===== src/rtl/sram_access_sequencer_pkg.sv =====
// Shared types and constants for the SRAM access sequencer.
package sram_seq_pkg;
   typedef enum logic [1:0] {IDLE, SETUP, ACCESS, HOLD} state_t;
   localparam int unsigned CNT_W       = 4;
   localparam int unsigned DEF_RD_WAIT = 2;
   localparam int unsigned DEF_WR_WAIT = 2;
endpackage


===== src/rtl/sram_access_sequencer_if.sv =====
// Host handshake plus SRAM wrapper pins of the access sequencer.
interface sram_access_sequencer_if #(
   parameter int unsigned ADDR_W = 18,
   parameter int unsigned DATA_W = 16
);
   logic              iREQ;
   logic              iWR;
   logic [ADDR_W-1:0] iADDR;
   logic [DATA_W-1:0] iDATA;
   logic [1:0]        iBE_N;
   logic              oACK;
   logic [DATA_W-1:0] oRDATA;
   logic              oBUSY;
   logic [ADDR_W-1:0] oSR_ADDR;
   logic [DATA_W-1:0] oSR_DATA;
   logic [DATA_W-1:0] iSR_DATA;
   logic [1:0]        oSR_BE_N;
   logic              oSR_CE_N;
   logic              oSR_OE_N;
   logic              oSR_WE_N;

   modport master (
      output iREQ, iWR, iADDR, iDATA, iBE_N, iSR_DATA,
      input  oACK, oRDATA, oBUSY, oSR_ADDR, oSR_DATA, oSR_BE_N,
             oSR_CE_N, oSR_OE_N, oSR_WE_N
   );

   modport slave (
      input  iREQ, iWR, iADDR, iDATA, iBE_N, iSR_DATA,
      output oACK, oRDATA, oBUSY, oSR_ADDR, oSR_DATA, oSR_BE_N,
             oSR_CE_N, oSR_OE_N, oSR_WE_N
   );
endinterface


===== src/rtl/sram_access_sequencer.sv =====
// Turns a single-cycle host request into a SETUP/ACCESS/HOLD strobe sequence
// for an asynchronous 16-bit SRAM; every output is a register.
module sram_access_sequencer
   import sram_seq_pkg::*;
#(
   parameter int unsigned ADDR_W  = 18,
   parameter int unsigned DATA_W  = 16,
   parameter int unsigned RD_WAIT = DEF_RD_WAIT,
   parameter int unsigned WR_WAIT = DEF_WR_WAIT
) (
   input logic                    iCLK,
   input logic                    iRST_N,
   sram_access_sequencer_if.slave bus
);

   if (RD_WAIT < 1 || RD_WAIT > (2**CNT_W) - 1) begin : g_bad_rd_wait
      $fatal(1, "RD_WAIT must be in 1..15");
   end
   if (WR_WAIT < 1 || WR_WAIT > (2**CNT_W) - 1) begin : g_bad_wr_wait
      $fatal(1, "WR_WAIT must be in 1..15");
   end

   localparam logic [CNT_W-1:0] RD_LOAD = CNT_W'(RD_WAIT - 1);
   localparam logic [CNT_W-1:0] WR_LOAD = CNT_W'(WR_WAIT - 1);

   state_t            state, state_d;
   logic [CNT_W-1:0]  cnt, cnt_d;
   logic              wr, wr_d;
   logic [ADDR_W-1:0] addr, addr_d;
   logic [DATA_W-1:0] wdata, wdata_d;
   logic [1:0]        be_n, be_n_d;
   logic [DATA_W-1:0] rdata, rdata_d;
   logic              ce_n, ce_n_d;
   logic              oe_n, oe_n_d;
   logic              we_n, we_n_d;
   logic              ack, ack_d;
   logic              busy, busy_d;

   always_comb begin
      state_d = state;
      cnt_d   = cnt;
      wr_d    = wr;
      addr_d  = addr;
      wdata_d = wdata;
      be_n_d  = be_n;
      rdata_d = rdata;
      unique case (state)
         IDLE: begin
            if (bus.iREQ) begin
               state_d = SETUP;
               wr_d    = bus.iWR;
               addr_d  = bus.iADDR;
               wdata_d = bus.iDATA;
               be_n_d  = bus.iBE_N;
            end
         end
         SETUP: begin
            state_d = ACCESS;
            cnt_d   = wr ? WR_LOAD : RD_LOAD;
         end
         ACCESS: begin
            if (cnt == '0) begin
               state_d = HOLD;
               if (!wr) rdata_d = bus.iSR_DATA;
            end else begin
               cnt_d = cnt - CNT_W'(1);
            end
         end
         HOLD:    state_d = IDLE;
         default: state_d = IDLE;
      endcase

      // Strobes are decoded from the next state so they are registered
      // and change exactly at the state transitions.
      ce_n_d = (state_d == IDLE);
      oe_n_d = !((state_d == ACCESS) && !wr_d);
      we_n_d = !((state_d == ACCESS) && wr_d);
      ack_d  = (state_d == HOLD);
      busy_d = (state_d != IDLE);
   end

   always_ff @(posedge iCLK) begin
      if (!iRST_N) begin
         state <= IDLE;
         cnt   <= '0;
         wr    <= 1'b0;
         addr  <= '0;
         wdata <= '0;
         be_n  <= '1;
         rdata <= '0;
         ce_n  <= 1'b1;
         oe_n  <= 1'b1;
         we_n  <= 1'b1;
         ack   <= 1'b0;
         busy  <= 1'b0;
      end else begin
         state <= state_d;
         cnt   <= cnt_d;
         wr    <= wr_d;
         addr  <= addr_d;
         wdata <= wdata_d;
         be_n  <= be_n_d;
         rdata <= rdata_d;
         ce_n  <= ce_n_d;
         oe_n  <= oe_n_d;
         we_n  <= we_n_d;
         ack   <= ack_d;
         busy  <= busy_d;
      end
   end

   assign bus.oSR_ADDR = addr;
   assign bus.oSR_DATA = wdata;
   assign bus.oSR_BE_N = be_n;
   assign bus.oSR_CE_N = ce_n;
   assign bus.oSR_OE_N = oe_n;
   assign bus.oSR_WE_N = we_n;
   assign bus.oACK     = ack;
   assign bus.oBUSY    = busy;
   assign bus.oRDATA   = rdata;

endmodule

===== src/flat_wrapper.sv =====
// flat-port wrapper written by rule: the top's interface ports become plain ports
module sram_access_sequencer_flat import sram_seq_pkg::*;
#(
   parameter int unsigned ADDR_W  = 18,
   parameter int unsigned DATA_W  = 16,
   parameter int unsigned RD_WAIT = DEF_RD_WAIT,
   parameter int unsigned WR_WAIT = DEF_WR_WAIT
)
  (iCLK, iRST_N, bus_iREQ, bus_iWR, bus_iADDR, bus_iDATA, bus_iBE_N, bus_iSR_DATA, bus_oACK, bus_oRDATA, bus_oBUSY, bus_oSR_ADDR, bus_oSR_DATA, bus_oSR_BE_N, bus_oSR_CE_N, bus_oSR_OE_N, bus_oSR_WE_N);
  sram_access_sequencer_if #(.ADDR_W(ADDR_W), .DATA_W(DATA_W)) bus_i ();
  input logic iCLK;
  input logic iRST_N;
  input wire logic [$bits(bus_i.iREQ)-1:0] bus_iREQ;
  input wire logic [$bits(bus_i.iWR)-1:0] bus_iWR;
  input wire logic [$bits(bus_i.iADDR)-1:0] bus_iADDR;
  input wire logic [$bits(bus_i.iDATA)-1:0] bus_iDATA;
  input wire logic [$bits(bus_i.iBE_N)-1:0] bus_iBE_N;
  input wire logic [$bits(bus_i.iSR_DATA)-1:0] bus_iSR_DATA;
  output wire logic [$bits(bus_i.oACK)-1:0] bus_oACK;
  output wire logic [$bits(bus_i.oRDATA)-1:0] bus_oRDATA;
  output wire logic [$bits(bus_i.oBUSY)-1:0] bus_oBUSY;
  output wire logic [$bits(bus_i.oSR_ADDR)-1:0] bus_oSR_ADDR;
  output wire logic [$bits(bus_i.oSR_DATA)-1:0] bus_oSR_DATA;
  output wire logic [$bits(bus_i.oSR_BE_N)-1:0] bus_oSR_BE_N;
  output wire logic [$bits(bus_i.oSR_CE_N)-1:0] bus_oSR_CE_N;
  output wire logic [$bits(bus_i.oSR_OE_N)-1:0] bus_oSR_OE_N;
  output wire logic [$bits(bus_i.oSR_WE_N)-1:0] bus_oSR_WE_N;
  assign bus_i.iREQ = bus_iREQ;
  assign bus_i.iWR = bus_iWR;
  assign bus_i.iADDR = bus_iADDR;
  assign bus_i.iDATA = bus_iDATA;
  assign bus_i.iBE_N = bus_iBE_N;
  assign bus_i.iSR_DATA = bus_iSR_DATA;
  assign bus_oACK = bus_i.oACK;
  assign bus_oRDATA = bus_i.oRDATA;
  assign bus_oBUSY = bus_i.oBUSY;
  assign bus_oSR_ADDR = bus_i.oSR_ADDR;
  assign bus_oSR_DATA = bus_i.oSR_DATA;
  assign bus_oSR_BE_N = bus_i.oSR_BE_N;
  assign bus_oSR_CE_N = bus_i.oSR_CE_N;
  assign bus_oSR_OE_N = bus_i.oSR_OE_N;
  assign bus_oSR_WE_N = bus_i.oSR_WE_N;
  sram_access_sequencer #(.ADDR_W(ADDR_W), .DATA_W(DATA_W), .RD_WAIT(RD_WAIT), .WR_WAIT(WR_WAIT)) u_core (.iCLK(iCLK), .iRST_N(iRST_N), .bus(bus_i));
endmodule

===== config.mk =====
export PLATFORM = sky130hd
export DESIGN_NAME = sram_access_sequencer_flat
export DESIGN_NICKNAME = d
export VERILOG_FILES = /design/src/rtl/sram_access_sequencer_pkg.sv /design/src/rtl/sram_access_sequencer_if.sv /design/src/rtl/sram_access_sequencer.sv /design/src/flat_wrapper.sv
export SDC_FILE = /design/constraint.sdc
export NUM_CORES = 1
export LEC_CHECK = 0
export ABC_AREA = 1
export CAP_MARGIN = 10
export CORE_MARGIN = 2
export CORE_UTILIZATION = 35
export DETAILED_ROUTE_END_ITERATION = 8
export PLACE_DENSITY = 0.68
export SLEW_MARGIN = 10
export SYNTH_ARGS = -nofsm -noshare
export SYNTH_HDL_FRONTEND = slang
export SYNTH_SLANG_ARGS = --single-unit

===== constraint.sdc =====
create_clock -name iCLK -period 1.55 [get_ports iCLK]
set_input_delay 0.31 -clock iCLK [delete_from_list [all_inputs] [get_ports iCLK]]
set_output_delay 0.31 -clock iCLK [all_outputs]
set_load 0.05 [all_outputs]

Word level (Yosys, flattened, before mapping)
Index checks and enable logic that the tools add are counted.

word-level totals
  register bits after elaboration = 64
  output and inout port bits = 57
  logic and storage cells = 40

cells by class
  add/subtract/negate cells = 1
  equality and inequality tests = 6
  muxes and demuxes = 7
  bitwise logic cells = 1
  reductions and logical operators = 13

operators by type and width
  kind                                                                   count
  2-bit equality test, second input constant                             4
  2-bit one-hot mux with 4 select lines                                  1
  4-bit one-hot mux with 2 select lines                                  1
  2-bit zero test                                                        2
  4-bit zero test                                                        1
  2-bit two-way mux                                                      2
  4-bit two-way mux                                                      1
  2-bit AND reduction                                                    2
  2-bit nonzero test                                                     2
  4-bit by 1-bit subtractor with 4-bit output, second input constant     1
  1-bit zero test                                                        3
  3-bit AND reduction                                                    1
  2-bit by 1-bit equality test with 1-bit output, second input constant  1
  1-bit logical AND                                                      2
  1-bit two-way mux                                                      2
  2-bit inequality test, second input constant                           1
  1-bit NOT                                                              1

Longest topological paths before layout
Gate-level depths: netlist of the first run.

  depth after elaboration = 6
  depth in mapped cells = 8
  depth with buffers taken out = 8

Least setup slack after synthesis of the first run
OpenSTA, ideal clock, no wires.

  kind = reg-to-reg
  start = register u_core.state[0]
  end = register u_core.addr[11], in the netlist u_core.bus.oSR_ADDR[11]
  arrival = 1.187 ns
  path slack = 0.247 ns
  stages on the path, launching flop included = 8
  path buffers = 1
  cell sequence = dfxtp_1 inv_1 ha_1 nand2_2 clkinv_1 buf_2 nor2_1 nor2_1

between the ends
  cells in the longest elaborated chain, start to end = 2

ends and longest elaborated chain
  element                        line                          RTL
  start, declared                sram_access_sequencer.sv:26   state_t state, state_d;
  start signal, assigned         sram_access_sequencer.sv:97   state <= state_d;
  2-bit zero test                sram_access_sequencer.sv:47   unique case (state)
  2-bit AND reduction (no line)  -
  end signal, assigned           sram_access_sequencer.sv:100  addr <= addr_d;
  end, declared                  sram_access_sequencer.sv:29   logic [ADDR_W-1:0] addr, addr_d;

Every way passes these cells.
A chain may end at the register's enable or synchronous reset.

Worst setup path after layout of the first run
  start = register u_core.state[0]
  end = register u_core.rdata[7], in the netlist u_core.bus.oRDATA[7]

between the ends
  cells in the longest elaborated chain, start to end = 2

ends and longest elaborated chain
  element                        line                          RTL
  2-bit equality test            sram_access_sequencer.sv:47
  3-bit AND reduction (no line)  -
  end signal, assigned           sram_access_sequencer.sv:103  rdata <= rdata_d;
  end, declared                  sram_access_sequencer.sv:32   logic [DATA_W-1:0] rdata, rdata_d;

Every way passes these cells.

==> results.sh, run 1 <==
export IMPL_final_min_clock_period_ns=1.43
export IMPL_ir_worst_vdd_mv=1.15
export IMPL_clkTransAtPathRegs_ns=0.07
export IMPL_worstPathArrival_ns=1.65
export IMPL_finalClockSkew_ns=0.00553
export IMPL_hold_depth=2
export IMPL_synth_top_family_by_area="simple AND/OR/NAND/NOR gates"
export IMPL_initial_core_util=0.357
export IMPL_crit_required_ns=1.77
export IMPL_dr_first_iter_drc_count=56
export IMPL_drive_gt1_frac=0.232
export IMPL_most_common_layout_cells="75 x nor2_1, 63 x dfxtp_1, 55 x buf_4"
export IMPL_firstDrtPassIters=4
export IMPL_switching_power_uw=3540
export IMPL_place_hpwl_mm=4.24
export IMPL_leakagePower_uw=0.00160
export IMPL_grt_pass1_wl_mm=9.48
export IMPL_synth_compound_area_frac=0.165
export IMPL_outcome="complete, no violations"
export IMPL_hold_buffers=0
export IMPL_antenna_cells=0
export IMPL_wl_per_cell_um=12.0
export IMPL_port_buffers=112
export IMPL_clkSinkCount=64
export IMPL_synthTopCellsByArea="dfxtp_1 54%, nor2_1 12%, o21ai_0 7.3%"
export IMPL_fp_row_count=30
export IMPL_netlist_instances=292
export IMPL_syn2layout_area_growth_pct=56.7
export IMPL_p_int_uw=4520
export IMPL_die_w_um=86.6
export IMPL_cp_max_fo=22
export IMPL_layout_commonest_cell="nor2_1"
export IMPL_antenna_found_initial=0
export IMPL_clkPwrFrac=0.203
export IMPL_syn_avg_cell_area_um2=8.18
export IMPL_clk_latency_ns=0.33
export IMPL_boundaryPins=113
export IMPL_cts_tree="done"
export IMPL_core_area_um2=6680
export IMPL_num_fill_cells=635
export IMPL_synth_xor_area_share=0
export IMPL_synth_area_um2=2390
export IMPL_hp_class="input port to flop"
export IMPL_vias_per_cell=4.48
export IMPL_cap_viol_max_count=0
export IMPL_synth_distinct_cells=22
export IMPL_final_period_utilization=0.919
export IMPL_seq_area_frac_synth=0.536
export IMPL_synth_simple_gate_area_frac=0.189
export IMPL_ys_seq_elements=64
export IMPL_syn_nets=353
export IMPL_finalHoldViolations=0
export IMPL_total_power_uw=8060
export IMPL_final_nets=466
export IMPL_power_density_nw_per_um2=2150
export IMPL_cp_start_kind="flop"
export IMPL_post_cts_buffers=0
export IMPL_wirelength_mm=5.90
export IMPL_rsz0062_at_grt="no"
export IMPL_reg2regPathDepth=6
export IMPL_track_usage=0.159
export IMPL_slew_headroom=0.812
export IMPL_postRouteAntennaNets=0
export IMPL_dieArea_um2=7500
export IMPL_crit_type="flop to flop"
export IMPL_yosysWarnings=0
export IMPL_cts_root_buffer="clkbuf_8"
export IMPL_setup_viol=0
export IMPL_num_vias=2196
export IMPL_gp_congestion=0.746
export IMPL_grt_pass1_vias=2128
export IMPL_synthAdderAreaFrac=0.0262
export IMPL_fmax_mhz=702
export IMPL_numCtsBuffers=9
export IMPL_yosysTopAreaCellShare=0.536
export IMPL_holdWs_ns=0.318
export IMPL_die_h_um=86.6
export IMPL_maxSlewViolCount=0
export IMPL_grt_max_degree=37
export IMPL_cp_end_kind="flop"
export IMPL_drt_drc_violations_left=0
export IMPL_htree_levels=3
export IMPL_tightestPinTransition_ns=0.283
export IMPL_muxShareOfSynthArea=0
export IMPL_grt_overflow=0
export IMPL_cts_repair_resized=0
export IMPL_p_seq_frac=0.302
export IMPL_switching_share=0.439
export IMPL_max_clock_path_buffers=2
export IMPL_pwr_share_comb=0.495
export IMPL_tns_ns=0
export IMPL_yosysTopAreaCell="dfxtp_1"
==> layout make-up <==
cell class / instances / area (µm²) / area share
inverter: 26 / 97.6 / 0.0261
clock inverter: 2 / 60.1 / 0.0160
multi-input combinational: 186 / 912 / 0.244
sequential: 64 / 1280 / 0.343
timing repair buffer: 118 / 1120 / 0.299
clock buffer: 14 / 173 / 0.0461
tap: 80 / 100 / 0.0267
==> power by group through the flow <==
stage	Combinational, µW	Clock [µW]	Sequential [µW]
after detailed placement	4010	0	2470
after floorplan	1350	0	3880
after CTS	4020	1690	2440
after global placement	3970	0	2450
final	3990	1640	2440
after global routing	4320	1740	2490
==> metrics by stage <==
stage               utilization  area, µm²  instances  setup WS (ns)
finish                    0.560       3740        490          0.125
floorplan                     -       2390        292          0.247
global placement          0.525       3500        474          0.101
detailed placement        0.525       3500        474         0.0396
CTS                       0.559       3740        490         0.0595
global route              0.560       3740        490         0.0377
==> routing by layer <==
metal  GRT usage  share of wire  vias to the layer above
li1            -              -                     1159
met1       0.191           0.44                      962
met2       0.273           0.48                       64
met3      0.0324          0.057                       11
met4      0.0724          0.018                        0
met5           0              0                        -
==> state kept, by name (all words and copies together), names as in the netlist, 2 cells and up <==
name / count
u_core.bus.oRDATA: 16
u_core.bus.oSR_ADDR: 18
u_core.bus.oSR_BE_N: 2
u_core.bus.oSR_DATA: 16
u_core.cnt: 4
u_core.state: 2
==> worst paths after layout <==
kind                                             from                    end  slack, ns
worst max-delay path                  u_core.state[0]   u_core.bus.oRDATA[7]       0.12
worst min-delay path                           iRST_N    u_core.bus.oSR_CE_N       0.32
worst max register to register        u_core.state[0]   u_core.bus.oRDATA[7]       0.12
worst min register to register  u_core.bus.oRDATA[14]  u_core.bus.oRDATA[14]       0.44
==> critical path, cell delays in order (launching register included) <==
cell and delay, ns:
dfxtp_2 0.34, inv_1 0.11, ha_2 0.25, nand4_4 0.20, buf_12 0.22, o21ai_1 0.14
a21oi_1 0.06
==> cell families (layout without fill, tap and decap cells) <==
logic type,count (synthesis),in the layout
DFF,64,64
buffers and inverters,42,160
and+or+nand+nor,106,106
adders and majority gates,5,5
AOI/OAI and AO/OA,75,75
==> cells in the mapped netlist <==
| library cell | count |
|---|---|
| ha_1 | 5 |
| nand2_2 | 6 |
| a21oi_1 | 20 |
| nand3_1 | 6 |
| inv_1 | 25 |
| o21ai_0 | 35 |
| nand2_1 | 14 |
| nor2_2 | 1 |
| buf_4 | 2 |
| o21ai_1 | 15 |
| nor2_1 | 75 |
| a21oi_2 | 1 |
| nor3_1 | 1 |
| buf_6 | 4 |
| clkinv_1 | 1 |
| buf_2 | 4 |
| nor3_2 | 1 |
| or2_1 | 1 |
| nand4_4 | 1 |
| o21ai_2 | 4 |
| clkbuf_1 | 6 |
| dfxtp_1 | 64 |
(Power assumes the default switching activity.)
==> run 2: changes to the inputs <==
--- a/config.mk
+++ b/config.mk
@@ -10,6 +10,7 @@
 export CORE_MARGIN = 2
 export CORE_UTILIZATION = 35
 export DETAILED_ROUTE_END_ITERATION = 8
+export GPL_TIMING_DRIVEN = 0
 export PLACE_DENSITY = 0.68
 export SLEW_MARGIN = 10
 export SYNTH_ARGS = -nofsm -noshare
==> run 2 against run 1 <==
  * Clock power fell by 16%
  * Non-clock buffer count rose by 8
  * Sequential power fell by 2%
  * Clock skew fell by 0.00071 ns
  * Largest cell class unchanged
  * Highest routed layer unchanged
  * Global-route usage rose by 0.75 points
  * Critical path depth fell by 5
  * Cell count rose by 1.4%
  * Maximum frequency fell by 6.3%
  * Via count rose by 1.5%
  * Power fell by 5.9%
  * First-iteration DRC count rose by 23%
  * Core utilization fell by 0.094 points
==> results.sh, run 2 (synthesis gave the netlist of run 1 again) <==
export IMPL_multi_input_area_um2=907
export IMPL_num_fill_cells=639
export IMPL_clkTransAtPathRegs_ns=0.07
export IMPL_grt_pass1_wl_mm=9.87
export IMPL_total_power_uw=7590
export IMPL_final_min_clock_period_ns=1.52
export IMPL_crit_type="flop to output pin"
export IMPL_tightestPinTransition_ns=0.542
export IMPL_gp_congestion=0.811
export IMPL_path_buf_inv=1
export IMPL_clkSinkCount=64
export IMPL_drive_gt1_frac=0.103
export IMPL_area_sequential_um2=1280
export IMPL_switching_power_uw=3530
export IMPL_cp_end_kind="output pin"
export IMPL_p_seq_frac=0.315
export IMPL_power_density_nw_per_um2=2030
export IMPL_initial_core_util=0.357
export IMPL_port_buffers=111
export IMPL_cts_root_buffer="clkbuf_8"
export IMPL_layout_commonest_cell="nor2_1"
export IMPL_post_cts_buffers=0
export IMPL_core_area_um2=6680
export IMPL_worstPathArrival_ns=1.21
export IMPL_htree_levels=3
export IMPL_numCtsBuffers=9
export IMPL_switching_share=0.465
export IMPL_crit_family="buffers and inverters"
export IMPL_boundaryPins=113
export IMPL_clkPwrFrac=0.181
export IMPL_vias_per_cell=4.49
export IMPL_p_int_uw=4060
export IMPL_rsz0062_at_grt="no"
export IMPL_maxSlewViolCount=0
export IMPL_most_common_layout_cells="75 x nor2_1, 63 x dfxtp_1, 54 x clkdlybuf4s50_1"
export IMPL_hp_class="input port to flop"
export IMPL_reg2regPathDepth=7
export IMPL_grt_overflow=0
export IMPL_syn2layout_area_growth_pct=56.5
export IMPL_antenna_cells=0
export IMPL_track_usage=0.167
export IMPL_fp_row_count=30
export IMPL_placed_cell_area_um2=3600
export IMPL_cp_max_fo=2
export IMPL_finalHoldViolations=0
export IMPL_antenna_found_initial=0
export IMPL_hold_depth=3
export IMPL_max_clock_path_buffers=2
export IMPL_leakagePower_uw=0.00166
export IMPL_die_h_um=86.6
export IMPL_firstDrtPassIters=4
export IMPL_wirelength_mm=6.09
export IMPL_grt_pass1_vias=2075
export IMPL_crit_slowest_cell="dlygate4sd2_1"
export IMPL_setup_viol=0
export IMPL_pwr_share_comb=0.504
export IMPL_cp_num_cells=1
export IMPL_final_area_um2=3740
export IMPL_cap_viol_max_count=0
export IMPL_cp_start_kind="flop"
export IMPL_cp_cell_sequence="dlygate4sd2_1"
export IMPL_dieArea_um2=7500
export IMPL_outcome="complete, no violations"
export IMPL_finalClockSkew_ns=0.00482
export IMPL_num_vias=2230
export IMPL_dr_first_iter_drc_count=69
export IMPL_final_period_utilization=0.982
export IMPL_cts_tree="done"
export IMPL_utilization=0.559
export IMPL_ir_worst_vdd_mv=0.965
export IMPL_die_w_um=86.6
export IMPL_grt_max_degree=20
export IMPL_crit_required_ns=1.24
export IMPL_final_nets=474
export IMPL_postRouteAntennaNets=0
export IMPL_fmax_mhz=657
export IMPL_slew_headroom=0.640
export IMPL_cp_slowest_stage_delay_ns=0.54
export IMPL_place_hpwl_mm=4.57
export IMPL_clk_latency_ns=0.33
export IMPL_largest_reg_flops=18
export IMPL_drt_drc_violations_left=0
export IMPL_wl_per_cell_um=12.3
[run 2: cell types whose count changed in the layout (fill, tap and decap cells not counted), moves of 3 or more]
| cell | before | now |
|---|---|---|
| clkinv_2 | 0 | 3 |
| dlygate4sd2_1 | 0 | 47 |
| clkdlybuf4s15_1 | 0 | 9 |
| clkbuf_1 | 2 | 5 |
| buf_4 | 55 | 2 |
| buf_12 | 8 | 1 |
| buf_6 | 0 | 3 |
[run 2: layer usage]
metal  vias to the layer above  wire [µm]  global-route usage
met5                         -          0                   0
li1                       1175          -                   -
met3                        10        329              0.0305
met2                        67       2810               0.259
met4                         0        101              0.0781
met1                       978       2860               0.223
[run 2: repair_timing]
action | CTS | global route
endpoints found under the setup margin | 87 | 49
pin swaps | 0 | 1
hold buffers | 0 | 0
resized for setup | 58 | 20
[run 2: power by group through the flow]
stage                     clock network (µW)  logic (µW)  registers [µW]
after CTS                               1430        3810            2390
after floorplan                            0        1350            3880
final                                   1370        3820            2390
after global placement                     0        4040            2410
after detailed placement                   0        4080            2430
after global routing                    1480        4140            2450
[run 2: stage by stage]
stage	setup TNS, ns	setup WS, ns	hold WS (ns)	cells
after CTS	0	0.00709	0.281	497
after floorplan	0	0.247	0.423	292
after global placement	-4.52	-0.156	0.430	483
after detailed placement	-4.83	-0.183	0.434	483
after global routing	0	0.000872	0.310	497
final	0	0.0284	0.294	497
[run 2: worst min-delay path, delay by kind of cell]
family,cells,cell delay (ns)
AOI/OAI and AO/OA,2,0.11
buffers and inverters,1,0.15
[run 2: area by class of cell]
cell class              instances  share of cell area
plain buffers                  15              0.0305
flip-flops and latches         64               0.343
clock inverters                 4              0.0121
well taps                      80              0.0268
clock buffers                  11              0.0378
inverters                      26              0.0268
repair buffers                111               0.280
multi-input cells             186               0.243
[run 2: worst paths after layout]
check	to	slack (ns)	startpoint
worst max-delay path	bus_oSR_ADDR[14]	0.03	u_core.bus.oSR_ADDR[14]
worst min-delay path	u_core.bus.oRDATA[2]	0.29	iRST_N
worst max register to register	u_core.bus.oSR_WE_N	0.17	u_core.state[0]
worst min register to register	u_core.bus.oRDATA[0]	0.44	u_core.bus.oRDATA[0]
